==> src/rtl/ysyx_25020047_lsu_ctrl.sv <==
// rtl/ysyx_25020047_lsu_ctrl.sv - multi-cycle load/store unit between execute and write-back
module ysyx_25020047_lsu_ctrl #(
   parameter int TIMEOUT = 255
) (
   input  logic        clk,
   input  logic        rst,
   input  logic        in_valid,
   output logic        in_ready,
   input  logic        op_load,
   input  logic        op_store,
   input  logic [2:0]  size,
   input  logic [31:0] addr,
   input  logic [31:0] wdata,
   output logic        mem_req_valid,
   input  logic        mem_req_ready,
   output logic [31:0] mem_addr,
   output logic        mem_wen,
   output logic [3:0]  mem_wmask,
   output logic [31:0] mem_wdata,
   input  logic        mem_rsp_valid,
   input  logic [31:0] mem_rdata,
   output logic        out_valid,
   output logic [31:0] memdata,
   output logic        err,
   output logic [1:0]  err_cause
);

   typedef enum logic [1:0] {IDLE, REQ, WAIT, DONE} state_t;

   localparam logic [7:0] TO = 8'(TIMEOUT);

   state_t      state;
   logic        is_store;
   logic [2:0]  sz;
   logic [1:0]  lo;
   logic [7:0]  cnt;

   logic        illegal, misal;
   logic [3:0]  st_mask;
   logic [31:0] st_data, shifted, ext;

   assign in_ready      = (state == IDLE) && !rst;
   assign mem_req_valid = (state == REQ);
   assign out_valid     = (state == DONE);

   // Decode of the operation presented by execute, used only on accept.
   always_comb begin
      illegal = 1'b0;
      if (op_store)
         illegal = size[2] || (size[1:0] == 2'b11);
      else
         illegal = (size == 3'b011) || (size == 3'b110) || (size == 3'b111);
      misal   = ((size[1:0] == 2'b01) && addr[0]) || ((size[1:0] == 2'b10) && (addr[1:0] != 2'b00));
      st_mask = 4'b1111;
      st_data = wdata;
      case (size[1:0])
         2'b00: begin
            st_mask = 4'b0001 << addr[1:0];
            st_data = {4{wdata[7:0]}};
         end
         2'b01: begin
            st_mask = addr[1] ? 4'b1100 : 4'b0011;
            st_data = {2{wdata[15:0]}};
         end
         default: ;
      endcase
   end

   // Lane extraction uses the latched byte offset and size of the in-flight load.
   always_comb begin
      shifted = mem_rdata >> {lo, 3'b000};
      case (sz)
         3'b000:  ext = {{24{shifted[7]}}, shifted[7:0]};
         3'b001:  ext = {{16{shifted[15]}}, shifted[15:0]};
         3'b100:  ext = {24'd0, shifted[7:0]};
         3'b101:  ext = {16'd0, shifted[15:0]};
         default: ext = shifted;
      endcase
   end

   always_ff @(posedge clk) begin
      if (rst) begin
         state     <= IDLE;
         is_store  <= 1'b0;
         sz        <= 3'b000;
         lo        <= 2'b00;
         cnt       <= 8'd0;
         mem_addr  <= 32'd0;
         mem_wen   <= 1'b0;
         mem_wmask <= 4'b0000;
         mem_wdata <= 32'd0;
         memdata   <= 32'd0;
         err       <= 1'b0;
         err_cause <= 2'b00;
      end else begin
         case (state)
            IDLE: if (in_valid) begin
               is_store  <= op_store;
               sz        <= size;
               lo        <= addr[1:0];
               cnt       <= 8'd0;
               mem_addr  <= {addr[31:2], 2'b00};
               mem_wen   <= 1'b0;
               mem_wmask <= 4'b0000;
               mem_wdata <= 32'd0;
               memdata   <= 32'd0;
               err       <= 1'b0;
               err_cause <= 2'b00;
               if (!(op_load || op_store)) begin
                  state <= DONE;
               end else if (illegal) begin
                  state     <= DONE;
                  err       <= 1'b1;
                  err_cause <= 2'b11;
               end else if (misal) begin
                  state     <= DONE;
                  err       <= 1'b1;
                  err_cause <= 2'b01;
               end else begin
                  state     <= REQ;
                  mem_wen   <= op_store;
                  mem_wmask <= op_store ? st_mask : 4'b0000;
                  mem_wdata <= op_store ? st_data : 32'd0;
               end
            end
            REQ: begin
               cnt <= cnt + 8'd1;
               if (mem_req_ready) begin
                  state <= WAIT;
               end else if (cnt == TO) begin
                  state     <= DONE;
                  err       <= 1'b1;
                  err_cause <= 2'b10;
               end
            end
            WAIT: begin
               cnt <= cnt + 8'd1;
               if (mem_rsp_valid) begin
                  state   <= DONE;
                  memdata <= is_store ? 32'd0 : ext;
               end else if (cnt == TO) begin
                  state     <= DONE;
                  memdata   <= 32'd0;
                  err       <= 1'b1;
                  err_cause <= 2'b10;
               end
            end
            default: state <= IDLE;
         endcase
      end
   end

endmodule
==> config.mk <==
export PLATFORM = sky130hd
export DESIGN_NAME = ysyx_25020047_lsu_ctrl
export DESIGN_NICKNAME = d
export VERILOG_FILES = /design/src/rtl/ysyx_25020047_lsu_ctrl.sv
export SDC_FILE = /design/constraint.sdc
export NUM_CORES = 1
export LEC_CHECK = 0
export CAP_MARGIN = 20
export CORE_MARGIN = 5
export CORE_UTILIZATION = 47
export CTS_CLUSTER_DIAMETER = 100
export DETAILED_ROUTE_END_ITERATION = 16
export GPL_TIMING_DRIVEN = 0
export MAX_ROUTING_LAYER = met4
export PLACE_DENSITY = 0.87
export SLEW_MARGIN = 0
export SYNTH_ARGS = -nofsm -noshare
export SYNTH_HDL_FRONTEND = slang
export SYNTH_SLANG_ARGS = --single-unit
==> constraint.sdc <==
create_clock -name clk -period 4.48 [get_ports clk]
set_input_delay 0.672 -clock clk [delete_from_list [all_inputs] [get_ports clk]]
set_output_delay 0.672 -clock clk [all_outputs]
set_load 0.005 [all_outputs]
==> impl_metrics.toml, run 1 <==
[placed_design]
dp_cells = 935
numPortBuffers = 208
dpl-instance-area_sq_um = 7443
place.gp.congestion = 0.9464
hpwl_mm = 13.66

[floorplan]
die_w_um = 115.0
floorplan.initialDensity = 0.4781
io_pins = 213
die_area_sq_um = 13230
fp.dieH_um = 115.0
rows = 38
core_sq_um = 10840

[routing]
num_vias = 5401
wl_per_cell_um = 18.40
drt_pre_antenna_iters = 5
drc_errors = 0
ant_nets = 0
vias_per_cell = 5.591
drtIter0Drc = 410
wirelength_mm = 17.78

[power_and_ir_drop]
power.clock.fraction = 0.370
p_switching_uw = 1107
p_int_uw = 2543
ir_drop_mv = 0.3035
p_comb_frac = 0.290
p_leak_uw = 0.003040
switching_share = 0.3033
p_per_area_nw_per_um2 = 454.3
power.share.sequential = 0.340

[timing]
relSlewSlack = 0.4025
drv_slew = 0
period_needed_ns = 2.948
finalSetupViolCount = 0
finClkSkew_ns = 0.005683
fmax_mhz = 339.2
hold_viol = 0
tightest_slew_ns = 0.8930
period_share = 0.6581
setup_tns_ns = 0
grt_setup_unrepaired = "false"

[job]
maxCapViolCount = 0

[outcome]
status = "complete, no violations"

[hold_path]
worstHoldPathType = "reg -> reg"

[yosys]
yosysWarnings = 0
avgSynthCellArea_sq_um = 8.844
synth-edff-count = 0
synthFlopType = "dfxtp_1"
ys_seq_elements = 118
yosysUniqueCellTypes = 58
netlist_area_sq_um = 5182
synthArstFlopShare = 0
synthCells = 586
synth_seq_area_share = 0.4558

[final_layout]
drive_gt1_frac = 0.06174
n_fill_cell = 796
area_delta_synth_final_pct = 55.00
fin_cells = 966
multi_input_area_sq_um = 2566
ff_latch_area_sq_um = 2362
finalNetCount = 926
antennaDiodeCount = 0
finish.instance_area_sq_um = 8033

[critical_path]
criticalPathCategory = "in -> out"
reg2reg_setup_slack_ns = 2.04
end_kind = "primary output"
critPathLaunch = "rst"
endpoint = "in_ready"
r2r_end = "memdata[26]$_SDFFE_PP0P_"
reg2regPathDepth = 8
worstPathArrival_ns = 2.28
r2r_start = "state[0]$_SDFFE_PP0N_"
critPathLaunchType = "input port"
crit_fanout = 10
cp.required_ns = 3.81

[global_route]
grtUsageTotal = 0.2718
grt_pass1_vias = 5512
grt_max_degree = 17
gr-total-overflow = 0
grt_pass1_wl_mm = 27.46
antenna_found_initial = 0

[clocking]
cts_setup_buffers = 0
clock-sinks = 118
hold_buffers = 0
worst_skew_pair.late_latency_ns = 0.52
cts_resized = 0
clockBufferDepth = 2
cts.clk_slew.worst_paths_ns = 0.06
numCtsBuffers = 17
cts-root-buf = "clkbuf_8"
h-tree-depth = 4
cts_tree = "yes"
[cell families (layout without fill, tap and decap cells)]
| family | Yosys count | in the layout | synth area share |
|---|---|---|---|
| buffers and inverters | 61 | 300 | 0.04973 |
| and+or+nand+nor | 193 | 193 | 0.1656 |
| adders and majority gates | 6 | 6 | 0.01449 |
| muxes | 41 | 41 | 0.08354 |
| other | 1 | 2 | 0.0007236 |
| xor gates and xnor gates | 6 | 6 | 0.01014 |
| AOI/OAI and AO/OA | 160 | 160 | 0.2199 |
| DFF | 118 | 118 | 0.4558 |
[Yosys cell counts, types with 3 or more instances]
master | number | share of area
a32oi_1 | 8 | 0.014
nand2_1 | 107 | 0.077
xnor2_1 | 4 | 0.0068
mux2i_1 | 32 | 0.062
nor2b_1 | 12 | 0.014
clkbuf_1 | 32 | 0.023
a22o_1 | 17 | 0.029
a21oi_1 | 53 | 0.051
ha_1 | 6 | 0.014
nand2b_1 | 3 | 0.0036
nor3_1 | 6 | 0.0058
mux2_2 | 8 | 0.017
a211o_1 | 15 | 0.025
nor2_1 | 39 | 0.028
a221o_1 | 6 | 0.012
nor4_1 | 4 | 0.0048
inv_1 | 16 | 0.012
a32o_1 | 7 | 0.014
dfxtp_1 | 118 | 0.46
o21ai_0 | 24 | 0.023
buf_2 | 5 | 0.0048
nand3_1 | 5 | 0.0048
buf_1 | 4 | 0.0029
o221ai_1 | 7 | 0.012
[cells in the final DEF, fill, tap and decap left out, drive strengths merged, types with 3 or more instances in the layout]
cell type	instances
o21ai	25
a32o	7
a21oi	53
nand2	107
mux2i	32
dfxtp	118
ha	6
a32oi	8
bufinv	3
nor2b	12
a22o	17
a221o	8
nor4	4
nor3	6
clkdlybuf4s50	208
nand2b	3
inv	16
clkinvlp	3
clkbuf	55
nor2	39
a211o	15
buf	13
xnor2	4
a2111oi	4
o221ai	7
mux2	8
nand3	5
[layer usage]
metal | global-route usage | up-vias | wire, um
met5 | - | - | 0
met3 | 0.08211 | 35 | 1456
li1 | - | 2548 | -
met2 | 0.4614 | 237 | 8745
met1 | 0.3064 | 2581 | 7196
met4 | 0.08685 | 0 | 378
[how the worst min path moves through the flow]
stage	from	to	slack (ns)	depth (start not counted)
after floorplan	sz[2]$_SDFFE_PP0P_	sz[2]$_SDFFE_PP0P_	0.44	2
after global placement	mem_wmask[0]$_SDFFE_PP0P_	mem_wmask[0]$_SDFFE_PP0P_	0.44	2
after detailed placement	mem_wdata[26]$_SDFFE_PP0P_	mem_wdata[26]$_SDFFE_PP0P_	0.45	2
after CTS	mem_addr[29]$_SDFFE_PP0P_	mem_addr[29]$_SDFFE_PP0P_	0.45	2
after global routing	memdata[21]$_SDFFE_PP0P_	memdata[21]$_SDFFE_PP0P_	0.47	1
final	mem_addr[29]$_SDFFE_PP0P_	mem_addr[29]$_SDFFE_PP0P_	0.45	2
[power by group through the flow]
stage | registers [uW] | logic [uW] | clock network (uW)
floorplan | 1260 | 566 | 0
global placement | 1250 | 1010 | 0
detailed placement | 1260 | 1040 | 0
CTS | 1240 | 1050 | 1360
global route | 1250 | 1150 | 1420
finish | 1240 | 1060 | 1350
[worst max-delay path, cell delays in order]
cell	delay, ns
clkdlybuf4s50_1	0.55
clkbuf_1	0.35
nand2b_1	0.18
inv_1	0.04
clkdlybuf4s50_1	0.47
[registers in the layout, summed over array words and instances (netlist names), 2 cells and up]
| register | cells |
|---|---|
| mem_wdata | 32 |
| memdata | 32 |
| mem_addr | 30 |
| cnt | 8 |
| mem_wmask | 4 |
| sz | 3 |
| err_cause | 2 |
| lo | 2 |
| state | 2 |
[metrics by stage]
step                utilization  setup WS (ns)  hold slack (ns)  total power [uW]
floorplan                     -          2.468           0.4438              1821
global placement         0.6866          1.580           0.4385              2265
detailed placement       0.6866          1.561           0.4452              2306
CTS                      0.7410          1.551           0.4547              3657
global route             0.7410          1.458           0.4713              3822
finish                   0.7410          1.532           0.4505              3649
[layout make-up]
type,instances,share of cell area
inverter,16,0.007477
tap,140,0.02181
sequential,118,0.2941
clock buffer,23,0.05810
timing repair buffer,208,0.2592
multi-input combinational,408,0.3195
clock inverter,8,0.01526
buffer,45,0.02461
Power figures use the tool's default switching activity.
==> run 2, diff against run 1 <==
--- a/config.mk
+++ b/config.mk
@@ -7,12 +7,12 @@
 export LEC_CHECK = 0
 export CAP_MARGIN = 20
 export CORE_MARGIN = 5
-export CORE_UTILIZATION = 47
+export CORE_UTILIZATION = 39
 export CTS_CLUSTER_DIAMETER = 100
 export DETAILED_ROUTE_END_ITERATION = 16
 export GPL_TIMING_DRIVEN = 0
 export MAX_ROUTING_LAYER = met4
-export PLACE_DENSITY = 0.87
+export PLACE_DENSITY = 0.77
 export SLEW_MARGIN = 0
 export SYNTH_ARGS = -nofsm -noshare
 export SYNTH_HDL_FRONTEND = slang
==> constraint.sdc (replaced) <==
create_clock -name clk -period 2.7 [get_ports clk]
set_input_delay 0.405 -clock clk [delete_from_list [all_inputs] [get_ports clk]]
set_output_delay 0.405 -clock clk [all_outputs]
set_load 0.005 [all_outputs]
==> impl_metrics.toml, run 2 (synthesized netlist as in run 1, its figures left out) <==
[critical_path]
critPathMaxStageDelay_ns = 0.94
criticalPathCategory = "reg -> reg"
critPathLaunch = "state[0]$_SDFFE_PP0N_"
path_delay_family = "compound AO/OA/AOI/OAI gates"
cp.required_ns = 3.05
crit_buf_inv = 3
r2r_start = "state[0]$_SDFFE_PP0N_"
cpMaxStageDelayCell = "o41ai_1"
end_kind = "register"
cpMostUsedCell = "inv_1"
worstPathArrival_ns = 2.84
critical_path.cell_chain = "inv_1 -> ha_1 -> inv_1 -> o41ai_1 -> clkbuf_1 -> a22o_1"
crit_fanout = 10
critPathLaunchType = "register"

[routing]
drtIter0Drc = 375
ant_nets = 0
wirelength_mm = 17.58
drt_pre_antenna_iters = 5
vias_per_cell = 5.382
wl_per_cell_um = 17.53
drc_errors = 0
num_vias = 5398

[clocking]
cts_setup_buffers = 0
cts.clk_slew.worst_paths_ns = 0.05
clockBufferDepth = 2
numCtsBuffers = 17
cts-root-buf = "clkbuf_16"
h-tree-depth = 4
cts_tree = "yes"
worst_skew_pair.late_latency_ns = 0.41
clock-sinks = 118

[hold_path]
worstHoldPathType = "reg -> reg"
min-delay-start = "mem_addr[3]$_SDFFE_PP0P_"

[power_and_ir_drop]
p_switching_uw = 1826
switching_share = 0.2985
power.share.sequential = 0.337
p_int_uw = 4290
ir_drop_mv = 0.5104
p_comb_frac = 0.286
power.clock.fraction = 0.377
p_leak_uw = 0.003062
p_per_area_nw_per_um2 = 755.0

[timing]
setup_tns_ns = 0
finClkSkew_ns = 0.005786
tightest_slew_ns = 1.026
hold_viol = 0
period_share = 0.9229
grt_setup_unrepaired = "false"
fmax_mhz = 401.3
relSlewSlack = 0.3068
drv_slew = 0
finalSetupViolCount = 0
period_needed_ns = 2.492

[final_layout]
area_delta_synth_final_pct = 56.33
fin_cells = 1003
final_cell_mix = "clkdlybuf4s50_1, dfxtp_1, nand2_1"
largestRegisters = "mem_wdata x32, memdata x32, mem_addr x30"
drive_gt1_frac = 0.06530
antennaDiodeCount = 0
finalNetCount = 926
layout_commonest_cell = "clkdlybuf4s50_1"

[floorplan]
io_pins = 213
rows = 42
die_w_um = 125.3
core_sq_um = 13140
die_area_sq_um = 15690
fp.dieH_um = 125.3
floorplan.initialDensity = 0.3945

[placed_design]
place.gp.congestion = 0.9162
hpwl_mm = 13.39
dp_cells = 971
numPortBuffers = 208

[outcome]
status = "complete, no violations"

[global_route]
grtUsageTotal = 0.2266
grt_max_degree = 17
gr-total-overflow = 0
antenna_found_initial = 0
grt_pass1_vias = 5475
grt_pass1_wl_mm = 27.71

[job]
maxCapViolCount = 0
-- run 2: changes by cell type in the layout (fill, tap and decap cells not counted), sizes merged --
cell and change:
clkinvlp -2, clkinv +3
-- run 2: worst paths after layout --
check,depth (start not counted),endpoint,slack (ns)
setup / recovery,6,memdata[7]$_SDFFE_PP0P_,0.21
hold / removal,2,mem_addr[3]$_SDFFE_PP0P_,0.45
setup reg to reg,6,memdata[7]$_SDFFE_PP0P_,0.21
hold reg to reg,2,mem_addr[3]$_SDFFE_PP0P_,0.45
-- run 2: worst reg2reg max path: cells and delay by family (launching register included) --
family          cells  cell delay (ns)
buf+inv             3             0.66
fa+ha+maj           1             0.26
compound gates      2             1.17
flops               1             0.36
-- run 2: per-layer routing --
layer | GRT usage | vias up | wire length (um)
met5 | - | - | 0
met4 | 0.06952 | 0 | 340
met3 | 0.07548 | 24 | 1324
met2 | 0.3698 | 238 | 8522
met1 | 0.2659 | 2578 | 7396
li1 | - | 2558 | -
-- run 2: what timing repair did --
item,in CTS,in global routing
gates resized for setup,0,1
hold buffers,0,0
endpoints found under the setup margin,0,8
-- run 2: layout make-up --
class | count | area, sq um
fill | 1138 | 5036
clock buffer | 23 | 488.0
buffer | 45 | 197.7
clock inverter | 9 | 122.6
timing repair buffer | 208 | 2082
multi-input combinational | 408 | 2569
inverter | 16 | 60.06
tap | 176 | 220.2
sequential | 118 | 2362
-- run 2: per-stage QoR --
stage	utilization	hold WS (ns)	power, uW	setup slack [ns]	cell area [sq um]
after floorplan	-	0.4438	3022	0.7894	5186
after global placement	0.5700	0.4380	3758	0.1170	7488
after detailed placement	0.5700	0.4463	3826	0.08687	7488
after CTS	0.6165	0.4544	6150	0.1781	8099
after global routing	0.6167	0.4706	6426	0.07694	8102
final	0.6167	0.4527	6116	0.2082	8102
-- run 2: power groups by stage --
stage | sequential, uW | clock [uW] | combinational [uW]
final | 2060 | 2310 | 1750
after detailed placement | 2090 | 0 | 1730
after global routing | 2080 | 2430 | 1920
after CTS | 2060 | 2350 | 1750
after global placement | 2080 | 0 | 1680
after floorplan | 2080 | 0 | 939
